File: src/rtl/mem_port_arbiter.sv
// Purpose : share one single-ported, variable-latency memory between instruction fetch and data load/store.
// Latency : request seen at an edge -> strobe after the next edge -> Done/Valid the edge after MemAck -> IDLE one cycle later.
// Backpr. : requesters hold their request until Done/Valid; the memory stalls the access by withholding MemAck, and a timeout bounds the stall.
//
// Ports: Clock/Reset (async, active-high); InstrReq/InstrAddr -> InstrIn/InstrValid (fetch side);
//        ReadData/WriteData/DataAddr/DataOut -> DataIn/DataDone (data side);
//        MemAddr/MemWData/MemRead/MemWrite/MemRData/MemAck (memory side); BusError, ProtoErr sticky flags.
module mem_port_arbiter #(
    parameter int WORD_SIZE    = 16,
    parameter int STARVE_LIMIT = 4,
    parameter int MEM_TIMEOUT  = 64,
    parameter int TO_BITS      = $clog2(MEM_TIMEOUT + 1)
) (
    input  logic                 Clock,
    input  logic                 Reset,
    input  logic                 InstrReq,
    input  logic [WORD_SIZE-1:0] InstrAddr,
    output logic [WORD_SIZE-1:0] InstrIn,
    output logic                 InstrValid,
    input  logic                 ReadData,
    input  logic                 WriteData,
    input  logic [WORD_SIZE-1:0] DataAddr,
    input  logic [WORD_SIZE-1:0] DataOut,
    output logic [WORD_SIZE-1:0] DataIn,
    output logic                 DataDone,
    output logic [WORD_SIZE-1:0] MemAddr,
    output logic [WORD_SIZE-1:0] MemWData,
    output logic                 MemRead,
    output logic                 MemWrite,
    input  logic [WORD_SIZE-1:0] MemRData,
    input  logic                 MemAck,
    output logic                 BusError,
    output logic                 ProtoErr
);

    localparam int SC_BITS = $clog2(STARVE_LIMIT + 1);

    typedef enum logic [2:0] {
        IDLE       = 3'd0,
        DATA_ACC   = 3'd1,
        INSTR_ACC  = 3'd2,
        DATA_RESP  = 3'd3,
        INSTR_RESP = 3'd4
    } state_t;

    state_t               state, state_nxt;
    logic [SC_BITS-1:0]   starve_cnt, starve_cnt_nxt;
    logic [TO_BITS-1:0]   to_cnt, to_cnt_nxt;

    logic [WORD_SIZE-1:0] mem_addr_nxt, mem_wdata_nxt, data_in_nxt, instr_in_nxt;
    logic                 mem_read_nxt, mem_write_nxt, data_done_nxt, instr_valid_nxt;
    logic                 bus_error_nxt, proto_err_nxt;

    logic dreq, force_instr, data_grant, instr_grant, in_acc, timeout, acc_done;

    assign dreq        = ReadData | WriteData;
    // A fetch that has waited through STARVE_LIMIT data grants wins over data.
    assign force_instr = InstrReq && (starve_cnt == SC_BITS'(STARVE_LIMIT));
    assign data_grant  = (state == IDLE) && dreq && !force_instr;
    assign instr_grant = (state == IDLE) && InstrReq && !(dreq && !force_instr);
    assign in_acc      = (state == DATA_ACC) || (state == INSTR_ACC);
    assign timeout     = in_acc && !MemAck && (to_cnt == TO_BITS'(MEM_TIMEOUT - 1));
    assign acc_done    = in_acc && (MemAck || timeout);

    // State and output registers.
    always_ff @(posedge Clock or posedge Reset) begin
        if (Reset) begin
            state      <= IDLE;
            starve_cnt <= '0;
            to_cnt     <= '0;
            MemAddr    <= '0;
            MemWData   <= '0;
            MemRead    <= 1'b0;
            MemWrite   <= 1'b0;
            DataIn     <= '0;
            InstrIn    <= '0;
            DataDone   <= 1'b0;
            InstrValid <= 1'b0;
            BusError   <= 1'b0;
            ProtoErr   <= 1'b0;
        end else begin
            state      <= state_nxt;
            starve_cnt <= starve_cnt_nxt;
            to_cnt     <= to_cnt_nxt;
            MemAddr    <= mem_addr_nxt;
            MemWData   <= mem_wdata_nxt;
            MemRead    <= mem_read_nxt;
            MemWrite   <= mem_write_nxt;
            DataIn     <= data_in_nxt;
            InstrIn    <= instr_in_nxt;
            DataDone   <= data_done_nxt;
            InstrValid <= instr_valid_nxt;
            BusError   <= bus_error_nxt;
            ProtoErr   <= proto_err_nxt;
        end
    end

    // Next-state logic.
    always_comb begin
        state_nxt = state;
        case (state)
            IDLE: begin
                if (data_grant)       state_nxt = DATA_ACC;
                else if (instr_grant) state_nxt = INSTR_ACC;
            end
            DATA_ACC:   if (acc_done) state_nxt = DATA_RESP;
            INSTR_ACC:  if (acc_done) state_nxt = INSTR_RESP;
            DATA_RESP:  state_nxt = IDLE;
            INSTR_RESP: state_nxt = IDLE;
            default:    state_nxt = IDLE;
        endcase
    end

    // Next values of the registered outputs and counters.
    always_comb begin
        mem_addr_nxt    = MemAddr;
        mem_wdata_nxt   = MemWData;
        mem_read_nxt    = MemRead;
        mem_write_nxt   = MemWrite;
        data_in_nxt     = DataIn;
        instr_in_nxt    = InstrIn;
        data_done_nxt   = 1'b0;
        instr_valid_nxt = 1'b0;
        bus_error_nxt   = BusError;
        proto_err_nxt   = ProtoErr;
        starve_cnt_nxt  = starve_cnt;
        to_cnt_nxt      = '0;

        if (data_grant) begin
            mem_addr_nxt  = DataAddr;
            mem_wdata_nxt = DataOut;
            // A simultaneous read+write performs only the write.
            mem_write_nxt = WriteData;
            mem_read_nxt  = !WriteData;
            if (ReadData && WriteData) proto_err_nxt = 1'b1;
            if (!InstrReq)
                starve_cnt_nxt = '0;
            else if (starve_cnt != SC_BITS'(STARVE_LIMIT))
                starve_cnt_nxt = starve_cnt + SC_BITS'(1);
        end

        if (instr_grant) begin
            mem_addr_nxt   = InstrAddr;
            mem_read_nxt   = 1'b1;
            starve_cnt_nxt = '0;
        end

        if (in_acc && !acc_done) to_cnt_nxt = to_cnt + TO_BITS'(1);

        if (acc_done) begin
            mem_read_nxt  = 1'b0;
            mem_write_nxt = 1'b0;
            if (timeout) bus_error_nxt = 1'b1;
            if (state == DATA_ACC) begin
                data_done_nxt = 1'b1;
                data_in_nxt   = (timeout || MemWrite) ? '0 : MemRData;
            end else begin
                instr_valid_nxt = 1'b1;
                instr_in_nxt    = timeout ? '0 : MemRData;
            end
        end
    end

endmodule

File: config.mk
export PLATFORM = sky130hd
export DESIGN_NAME = mem_port_arbiter
export DESIGN_NICKNAME = d
export VERILOG_FILES = /design/src/rtl/mem_port_arbiter.sv
export SDC_FILE = /design/constraint.sdc
export NUM_CORES = 1
export LEC_CHECK = 0
export ABC_CLOCK_PERIOD_IN_PS = 3860
export BUFFER_PORTS_ARGS = -buffer_cell sky130_fd_sc_hd__buf_2
export CORE_MARGIN = 4
export CORE_UTILIZATION = 50
export CTS_BUF_LIST = sky130_fd_sc_hd__clkbuf_4
export CTS_CLUSTER_SIZE = 25
export DETAILED_ROUTE_END_ITERATION = 10
export GPL_TIMING_DRIVEN = 0
export PLACE_DENSITY = 0.85
export SLEW_MARGIN = 20
export SYNTH_ARGS = -nofsm -noshare
export SYNTH_HDL_FRONTEND = slang
export SYNTH_SLANG_ARGS = --single-unit
File: constraint.sdc
create_clock -name Clock -period 3.86 [get_ports Clock]
set_clock_uncertainty 0.1 [all_clocks]
set_input_delay 0.965 -clock Clock [delete_from_list [all_inputs] [get_ports Clock]]
set_output_delay 0.965 -clock Clock [all_outputs]
set_load 0.05 [all_outputs]
==> results.md, run 1 <==
* VDD IR max at 0.000558 V
* Hold crit path type: flip-flop to flip-flop
* ANT nets after route at 0
* Share of cells above drive strength 1 at 0.414
* # rows at 30
* Crit path kind: input pin to flip-flop
* Max-cap violations at 0
* Worst Tran Pin Value at 533 ps
* CTS tree: done
* Net Count, Synth at 404
* Die X-Extent at 92.9 um
* Number of flops mapped to enable cells by yosys at 0
* Pwr dens at 1010 nW/um^2
* Min Tclk post-route at 2270 ps
* Iter 0 DRT Violations at 133
* Top-count cell post-synth: dfrtp_1
* Largest area contributor in the netlist: dfrtp_1
* GRT Util Overall at 0.214
* Peak Freq at 441 MHz
* Avg Cell Area, Syn at 10.9 um^2
* WL final at 8890 um
* Via count at 3011
* Setup TNS at 0 ps
* Area growth from synthesis to layout at 27.4%
* Placer Congestion at 0.745
* Largest cells by area after synthesis: dfrtp_1, mux2_2, mux2i_1
* Drt wl/cell at 15.3 um
* Total Die Area at 8640 um^2
* Layout Nets at 554
* WP data required at 4100 ps
* Static Leak at 2.32 nW
* Cell Area, Synth at 3610 um^2
* Sequential fraction of the synthesis area at 0.576
* Top post-synthesis cells by count: dfrtp_1, nand2_1, nor2_1, o21ai_0, inv_1
* Worst Path Max Fanout at 10
* Async set or reset register ratio after synthesis at 1.00
* Synth top area share at 0.576
* Number of vias per cell at 5.18
* Distinct cell type count after synthesis at 40
* Primary FF master, synth: dfrtp_1
* Port Buffers at 138
* Core ar. at 6910 um^2
* Antenna violations before repair at 0
* # setup viols final at 0
* Clock root buffer: clkbuf_4
* Post-Route Utilization at 0.665
* Ant. Diodes at 0
* Hold WS at 386 ps
* Status: finished clean
* Period utilisation layout at 0.588
* Pre-Repair DR Iteration Count at 4
* Pre-CTS setup slack at 1150 ps
* Worst-Skew Late Latency at 410 ps
* Warnings from Yosys at 0
* Crit path DAT at 2510 ps
* Startpoint Class: input pin
* # Post-CTS Setup Buffers at 0
* Final hold violation count at 0
* Starting Density at 0.522
* Vias in the first global route at 3114
* CTS Buffer Depth at 2
* Design area at 4600 um^2
* Post-Syn Instances at 331
* Reg clk slew, reported paths at 110 ps
* DRC Markers at 0
* Synth Register Bits at 83
* DP HPWL at 6800 um
* Placement Cell Area at 4450 um^2
* Post-CTS sizing at 0
* H-tree Lvls at 3
* Post-route setup slack at 1590 ps
* Slew HR at 0.643
* Max-slew violation count at 0
* Die height at 92.9 um
* Num CTS Buffers at 9
* Fin cells at 581
* CP endpoint kind: flip-flop
* # hold bufs at CTS at 0
* IO Count at 140
* Sink Count at 83
* RSZ-0062 raised after global routing: no
* Largest net degree at the start of global routing at 46
* Placed cells at 566
* First-pass GRT wire length at 14700 um
* Global route total overflow at 0
* Tot Pwr at 4.64 mW
[registers in the layout, indices dropped and copies added, names as in the netlist]
name,flops
BusError,1
DataDone,1
DataIn,16
InstrIn,16
InstrValid,1
MemAddr,16
MemRead,1
MemWData,16
MemWrite,1
ProtoErr,1
starve_cnt,3
state,3
to_cnt,7
[power by group]
group / internal, mW / leakage (nW) / switching, mW
logic: 0.694 / 1.24 / 1.94
clock network: 0.255 / 0.0792 / 0.283
registers: 1.25 / 1.00 / 0.217
[cells by family after synthesis]
logic type               after synthesis  share of synthesized area
AO/OA/AOI/OAI                         77                      0.135
XOR/XNOR                               5                     0.0121
adder cells (fa/ha/maj)                3                     0.0104
buffers and inverters                 41                     0.0545
flip-flops                            83                      0.576
multiplexers                          35                      0.103
AND/OR/NAND/NOR                       87                      0.109
[final timing paths]
| path | startpoint | endpoint | slack [ps] | cells after the start |
|---|---|---|---|---|
| setup / recovery | WriteData | MemAddr[8] | 1590 | 6 |
| hold / removal | to_cnt[0] | to_cnt[0] | 390 | 1 |
| setup reg to reg | starve_cnt[0] | MemAddr[8] | 1650 | 7 |
| hold reg to reg | to_cnt[0] | to_cnt[0] | 390 | 1 |
| max in group asynchronous | Reset | to_cnt[5] | 2600 | 3 |
| min in group asynchronous | Reset | DataIn[2] | 460 | 2 |
[critical path, cell delays in order]
cell,delay (ps)
buf_2,140
nor2_1,100
o21ai_1,460
clkbuf_1,470
o22ai_1,180
a21oi_1,180
[layout make-up]
cell class | instances | area, um^2
flip-flops and latches | 83 | 2080
repair buffers | 139 | 718
multi-input cells | 207 | 1330
inverters | 21 | 81.3
clock buffers | 9 | 67.6
fillers | 583 | 2310
well taps | 96 | 120
plain buffers | 20 | 118
clock inverters | 6 | 81.3
[cells in the final DEF (no fill, tap or decap), types with 2 or more instances in the layout]
cell type and count:
xor2_1 3, clkbuf_1 9, clkbuf_4 9, buf_8 2, nand2_1 38, dfrtp_1 83, o21ai_2 9, and3_1 2
bufinv_16 2, xnor2_1 2, and2_1 2, nand3_1 4, mux2i_1 18, nor2_1 27, o21ai_0 23, o21ai_1 4
ha_1 3, o22ai_1 16, nor3_1 3, mux2_2 17, or2_2 3, a21oi_1 18, clkinv_2 2, buf_2 145
inv_1 19
[per-layer routing]
metal,global-route usage,share of wire,vias to the layer above
li1,-,-,1426
met1,0.261,0.40,1460
met2,0.370,0.51,112
met3,0.0536,0.075,13
met4,0.0757,0.012,0
met5,0,0,-
Note: power is estimated with default switching activity, not from simulation.
==> run 2: changes to the inputs <==
--- a/config.mk
+++ b/config.mk
@@ -5,15 +5,16 @@
 export SDC_FILE = /design/constraint.sdc
 export NUM_CORES = 1
 export LEC_CHECK = 0
-export ABC_CLOCK_PERIOD_IN_PS = 3860
+export ABC_AREA = 1
+export ABC_CLOCK_PERIOD_IN_PS = 2000
 export BUFFER_PORTS_ARGS = -buffer_cell sky130_fd_sc_hd__buf_2
 export CORE_MARGIN = 4
-export CORE_UTILIZATION = 50
+export CORE_UTILIZATION = 46
 export CTS_BUF_LIST = sky130_fd_sc_hd__clkbuf_4
 export CTS_CLUSTER_SIZE = 25
 export DETAILED_ROUTE_END_ITERATION = 10
 export GPL_TIMING_DRIVEN = 0
-export PLACE_DENSITY = 0.85
+export PLACE_DENSITY = 0.81
 export SLEW_MARGIN = 20
 export SYNTH_ARGS = -nofsm -noshare
 export SYNTH_HDL_FRONTEND = slang
==> constraint.sdc (replaced) <==
create_clock -name Clock -period 2 [get_ports Clock]
set_clock_uncertainty 0.1 [all_clocks]
set_input_delay 0.5 -clock Clock [delete_from_list [all_inputs] [get_ports Clock]]
set_output_delay 0.5 -clock Clock [all_outputs]
set_load 0.05 [all_outputs]
==> run 2 against run 1 <==
- critical path depth is 5 higher
- die area is 12% higher
- synthesized cell count is 35% higher
- non-clock buffer count is 1 lower
- via count is 11% higher
- sequential power is 87% higher
- critical endpoint is now MemAddr[13]
- utilization is 4.8 points lower
- register-to-register slack worse by 1500 ps
- clock power is 110% higher
- total power is 88% higher
- critical path type is now flip-flop to flip-flop
- setup slack worse by 1400 ps
==> results.md, run 2 <==
* Die X-Extent at 98.5 um (+6.0%)
* Slew HR at 0.649 (+0.00606)
* Warnings from Yosys at 0 (unchanged)
* Final hold violation count at 0 (unchanged)
* Vias in the first global route at 3437 (+10%)
* Number of flops mapped to enable cells by yosys at 0 (unchanged)
* Core ar. at 7850 um^2 (+14%)
* Die height at 98.5 um (+6.0%)
* Worst Tran Pin Value at 522 ps (-11.0 ps)
* Pre-Repair DR Iteration Count at 4 (unchanged)
* Post-route setup slack at 190 ps (-1400 ps)
* Fillers at 694 (+19%)
* Top-count cell post-synth: nand2_1
* CP endpoint kind: flip-flop
* CP delay by family, top: buffers and inverters
* Crit path DAT at 2080 ps (-430 ps)
* Sequential fraction of the synthesis area at 0.551 (-0.0252)
* H-tree Lvls at 3 (unchanged)
* Slowest stage delay, CP at 410 ps (-60 ps)
* Crit-path cells: inv_1, ha_1, nand3_1, o21ai_2, inv_2, nand2_4, nand2_4, inv_4, buf_4, nand2_1, nand2_1
* Antenna violations before repair at 0 (unchanged)
* Worst path buffer plus inverter count at 4 (+2)
* Tot Pwr at 8.71 mW (+88%)
* Avg Cell Area, Syn at 8.44 um^2 (-23%)
* Period utilisation layout at 0.905
* Peak Freq at 552 MHz
* Hold crit path type: input pin to flip-flop
* CTS Buffer Depth at 2 (unchanged)
* Min Tclk post-route at 1810 ps
* # rows at 32 (+6.7%)
* VDD IR max at 0.00106 V (+89%)
* Starting Density at 0.481 (-0.0416)
* Static Leak at 2.88 nW (+24%)
* Layout Nets at 673 (+21%)
* WP data required at 2270 ps (-1830 ps)
* Sink Count at 83 (unchanged)
* First-pass GRT wire length at 15900 um (+8.4%)
* Cell Area, Synth at 3770 um^2 (+4.6%)
* Area of the multi-input gates at 1380 um^2 (+3.6%)
* # Post-CTS Setup Buffers at 0 (unchanged)
* Max-cap violations at 0 (unchanged)
* Pre-CTS setup slack at 139 ps (-1010 ps)
* Crit path kind: flip-flop to flip-flop
* IO Count at 140 (unchanged)
* DP HPWL at 7220 um (+6.1%)
* Iter 0 DRT Violations at 194 (+46%)
* Ant. Diodes at 0 (unchanged)
* Primary FF master, synth: dfrtp_1
* Number of vias per cell at 4.75 (-8.4%)
* Async set or reset register ratio after synthesis at 1.00 (unchanged)
* Via count at 3356 (+11%)
* Port Buffers at 138 (unchanged)
* Max-slew violation count at 0 (unchanged)
* Post-Route Utilization at 0.618 (-0.0477)
* Num CTS Buffers at 9 (unchanged)
* Slowest cell on crit path: dfrtp_1
* Largest cells by area after synthesis: dfrtp_1, nand2_1, inv_1
* # setup viols final at 0 (unchanged)
* Global route total overflow at 0 (unchanged)
* Share of cells above drive strength 1 at 0.321 (-0.0938)
* Register area at 2080 um^2 (unchanged)
* Most common cell after layout, fill and taps aside: nand2_1
* Area growth from synthesis to layout at 28.5%
* ANT nets after route at 0 (unchanged)
* Top post-synthesis cells by count: nand2_1, dfrtp_1, inv_1, nor2_1
* Drt wl/cell at 13.1 um (-14%)
* Worst-Skew Late Latency at 420 ps (about the same)
* DRC Markers at 0 (unchanged)
* Largest net degree at the start of global routing at 28 (-39%)
* WL final at 9290 um (+4.5%)
* Reg clk slew, reported paths at 140 ps (+30 ps)
* Startpoint Class: flip-flop
* RSZ-0062 raised after global routing: no
* Post-Syn Instances at 447 (+35%)
* CTS tree: done
* Synth top area share at 0.551 (-0.0252)
* Synth Register Bits at 83 (unchanged)
* Clock root buffer: clkbuf_4
* Largest area contributor in the netlist: dfrtp_1
* Placer Congestion at 0.817 (+9.6%)
* Status: finished clean
* Pwr dens at 1800 nW/um^2 (+78%)
* Most frequent cells in the layout: nand2_1, buf_2, dfrtp_1
* Worst Path Max Fanout at 10 (unchanged)
* GRT Util Overall at 0.201 (-0.0138)
* Total Die Area at 9710 um^2 (+12%)
* Net Count, Synth at 520 (+29%)
* Distinct cell type count after synthesis at 32 (-20%)
[run 2: cell count changes after synthesis, sizes merged, moves of 5 or more]
cell    change
nand3       +9
mux2i      -18
nand4      +15
nand2     +160
clkbuf      -5
mux2       -17
inv        +34
o22ai      -16
a21oi      -16
o21ai      -28
o211ai     +16
[run 2: logic make-up (layout without fill, tap and decap cells)]
| kind of cell | Yosys count | count (layout) | synth area share |
|---|---|---|---|
| AO/OA/AOI/OAI | 28 | 28 | 0.0498 |
| adder cells (fa/ha/maj) | 3 | 3 | 0.00995 |
| AND/OR/NAND/NOR | 260 | 260 | 0.304 |
| flip-flops | 83 | 83 | 0.551 |
| XOR/XNOR | 1 | 1 | 0.00232 |
| buffers and inverters | 72 | 230 | 0.0833 |
[run 2: what timing repair did]
item,CTS,global route
hold endpoints to repair,16,0
hold buffers,1,0
resized for setup,0,2
setup endpoints to repair,0,7
[run 2: metrics by stage]
| stage | hold slack [ps] | TNS, ps | cells | cell area [um^2] |
|---|---|---|---|---|
| global route | 151 | 0 | 707 | 4850 |
| floorplan | 333 | 0 | 447 | 3770 |
| CTS | 148 | 0 | 707 | 4850 |
| global placement | 343 | -8760 | 687 | 4590 |
| detailed placement | 354 | 0 | 690 | 4670 |
| finish | 179 | 0 | 707 | 4850 |
[run 2: path summary, 6_finish.rpt]
| check | from | to | slack (ps) | cells after the start |
|---|---|---|---|---|
| min in group asynchronous | Reset | MemAddr[6] | 540 | 3 |
| max in group asynchronous | Reset | MemWrite | 590 | 5 |
| hold reg to reg | to_cnt[0] | to_cnt[0] | 370 | 1 |
| setup reg to reg | starve_cnt[1] | MemAddr[13] | 190 | 11 |
| hold / removal | DataOut[3] | MemWData[3] | 180 | 3 |
| setup / recovery | starve_cnt[1] | MemAddr[13] | 190 | 11 |
[run 2: worst reg2reg max path, stage by stage, from the launching register on]
cell,delay (ps)
dfrtp_1,410
inv_1,80
ha_1,140
nand3_1,80
o21ai_2,130
inv_2,110
nand2_4,140
nand2_4,130
inv_4,130
buf_4,180
nand2_1,60
nand2_1,70
[run 2: final cells by class]
class,instances,area share
buffer,16,0.0212
clock buffer,9,0.0139
clock inverter,7,0.0207
inverter,56,0.0447
multi-input combinational,292,0.285
sequential,83,0.428
tap,102,0.0263
timing repair buffer,142,0.160
[run 2: power breakdown]
group | internal, mW | switching [mW]
logic | 1.13 | 3.70
registers | 2.37 | 0.383
clock network | 0.517 | 0.611
[run 2: per-layer routing]
| layer | track usage | vias to the layer above | routed length (um) |
|---|---|---|---|
| li1 | - | 1689 | - |
| met1 | 0.256 | 1542 | 3920 |
| met2 | 0.336 | 112 | 4620 |
| met3 | 0.0396 | 13 | 574 |
| met4 | 0.0809 | 0 | 174 |
| met5 | 0 | - | 0 |
==> run 3: changes to the inputs <==
--- a/config.mk
+++ b/config.mk
@@ -15,7 +15,6 @@
 export DETAILED_ROUTE_END_ITERATION = 10
 export GPL_TIMING_DRIVEN = 0
 export PLACE_DENSITY = 0.81
-export SLEW_MARGIN = 20
 export SYNTH_ARGS = -nofsm -noshare
 export SYNTH_HDL_FRONTEND = slang
 export SYNTH_SLANG_ARGS = --single-unit
==> constraint.sdc (replaced) <==
create_clock -name Clock -period 2 [get_ports Clock]
set_clock_uncertainty 0.1 [all_clocks]
set_input_delay 0.1 -clock Clock [delete_from_list [all_inputs] [get_ports Clock]]
set_output_delay 0.1 -clock Clock [all_outputs]
set_load 0.05 [all_outputs]
==> run 3 against run 2 <==
- critical path depth shrank 3
- first-iteration DRC count rose by 21%
- flip-flop and latch count is the same
- register-to-register slack lost 60 ps
- sequential power barely moved
- total power up 1.9%
- critical path type unchanged
- largest cell class unchanged
==> results.md, run 3 (same netlist as run 2, synthesis figures left out) <==
* Status: finished clean
* Final hold violation count at 0 (unchanged)
* Slew HR at 0.650 (+0.00154)
* Sink Count at 83 (unchanged)
* CTS Buffer Depth at 2 (unchanged)
* Most frequent cells in the layout: nand2_1, buf_2, dfrtp_1
* Global route total overflow at 0 (unchanged)
* Period utilisation layout at 0.935 (+0.0303)
* VDD IR max at 0.00112 V (+5.8%)
* Pre-Repair DR Iteration Count at 4 (unchanged)
* Starting Density at 0.481 (unchanged)
* Clock root buffer: clkbuf_4
* Placer Congestion at 0.817 (unchanged)
* Placed cells at 689 (-0.14%)
* Register area at 2080 um^2 (unchanged)
* WL final at 11400 um (+23%)
* Most common cell after layout, fill and taps aside: nand2_1
* Pwr dens at 1620 nW/um^2 (-10%)
* Crit path DAT at 2080 ps (about the same)
* Crit path kind: flip-flop to flip-flop
* GRT Util Overall at 0.246 (+0.0451)
* ANT nets after route at 0 (unchanged)
* Iter 0 DRT Violations at 234 (+21%)
* CTS tree: done
* Via count at 3814 (+14%)
* Min Tclk post-route at 1870 ps (+60.7 ps)
* Largest net degree at the start of global routing at 38 (+36%)
* Number of vias per cell at 4.92 (+3.7%)
* Die height at 98.5 um (unchanged)
* Vias in the first global route at 4119 (+20%)
* Core ar. at 7850 um^2 (unchanged)
* Setup TNS at 0 ps (unchanged)
* Max-cap violations at 0 (unchanged)
* Peak Freq at 535 MHz (-3.2%)
* First-pass GRT wire length at 19200 um (+21%)
* Crit-path cells: inv_1, ha_1, nand3_1, o21ai_2, nand2_2, clkbuf_1, o211ai_1, nand2_1
* Post-route setup slack at 129 ps (-60.7 ps)
* CP delay by family, top: flip-flops
* Fin cells at 775 (+9.6%)
* RSZ-0062 raised after global routing: no
* Reg clk slew, reported paths at 140 ps (about the same)
* Drt wl/cell at 14.7 um (+12%)
* # Post-CTS Setup Buffers at 0 (unchanged)
* H-tree Lvls at 3 (unchanged)
* Area growth from synthesis to layout at 45.6%
* Antenna violations before repair at 1 (+1)
* # setup viols final at 0 (unchanged)
* # rows at 32 (unchanged)
* Total Die Area at 9710 um^2 (unchanged)
* Worst Tran Pin Value at 519 ps (-2.28 ps)
* Slowest cell on crit path: dfrtp_1
* Pre-CTS setup slack at 160 ps (+20.9 ps)
* Worst Reg-to-Reg Cells at 8 (-3)
* Worst-Skew Late Latency at 420 ps (about the same)
* Slowest stage delay, CP at 430 ps (+20 ps)
* Area of the multi-input gates at 1380 um^2 (unchanged)
* Share of cells above drive strength 1 at 0.286 (-0.0349)
* Max-slew violation count at 0 (unchanged)
* Worst path buffer plus inverter count at 2 (-2)
* Layout Nets at 740 (+10%)
* WP data required at 2210 ps (-60 ps)
* Port Buffers at 138 (unchanged)
* Die X-Extent at 98.5 um (unchanged)
* Static Leak at 3.15 nW (+9.3%)
* DP HPWL at 7160 um (-0.74%)
* Worst Path Max Fanout at 10 (unchanged)
* Hold crit path type: input pin to async pin
* IO Count at 140 (unchanged)
* Tot Pwr at 8.87 mW (+1.9%)
* DRC Markers at 0 (unchanged)
* Fillers at 579 (-17%)
* WP depth at 8 (-3)
* Startpoint Class: flip-flop
* Num CTS Buffers at 9 (unchanged)
* CP endpoint kind: flip-flop
## run 3: changes by cell type in the layout (fill, tap and decap cells not counted)
cell / before / now
buf_12: 1 / 2
buf_16: 2 / 0
clkbuf_4: 9 / 10
clkinv_1: 1 / 2
clkinv_2: 1 / 0
clkinv_4: 0 / 1
clkinvlp_4: 3 / 2
diode_2: 0 / 1
dlygate4sd3_1: 1 / 69
inv_8: 1 / 0
## run 3: metal layers
layer  GRT usage  part of all wire  routed length [um]  vias to the layer above
li1            -                 -                   -                     1827
met1       0.271              0.38                4350                     1767
met2       0.432              0.51                5810                      170
met3      0.0488             0.058                 665                       50
met4       0.154             0.049                 560                        0
met5           0                 0                   0                        -
## run 3: area by class of cell
type,instances,share of cell area
clock inverters,6,0.0162
inverters,56,0.0394
diodes,1,0.000456
plain buffers,16,0.0187
multi-input cells,292,0.251
flip-flops and latches,83,0.378
clock buffers,10,0.0137
repair buffers,209,0.259
well taps,102,0.0232
## run 3: where the power goes
part | switching (mW) | internal (mW) | total (mW)
clock | 0.585 | 0.524 | 1.11
sequential | 0.396 | 2.37 | 2.77
combinational | 3.79 | 1.21 | 5.00
## run 3: worst paths after layout
path | end | start | slack (ps)
setup / recovery | MemAddr[1] | starve_cnt[0] | 130
min in group Clock | MemWData[4] | DataOut[4] | 320
max in group asynchronous | MemWData[0] | Reset | 1110
hold / removal | InstrIn[11] | Reset | 140
hold reg to reg | to_cnt[0] | to_cnt[0] | 370
setup reg to reg | MemAddr[1] | starve_cnt[0] | 130
## run 3: repair_timing
item	CTS	global route
resized for setup	0	2
hold buffers	69	0
endpoints found under the hold margin	154	0
endpoints found under the setup margin	0	10
## run 3: per-stage QoR
step           hold WS [ps]  area (um^2)   util
2_1_floorplan           117         3770      -
3_3_place_gp            201         4590  0.585
3_5_place_dp           63.1         4630  0.590
4_1_cts                 137         5490  0.699
5_1_grt                 164         5490  0.700
6_report                142         5490  0.700
## run 3: worst min-delay path, stage by stage
cell and delay, ps:
dlygate4sd3_1 530, buf_2 130, clkinvlp_4 340
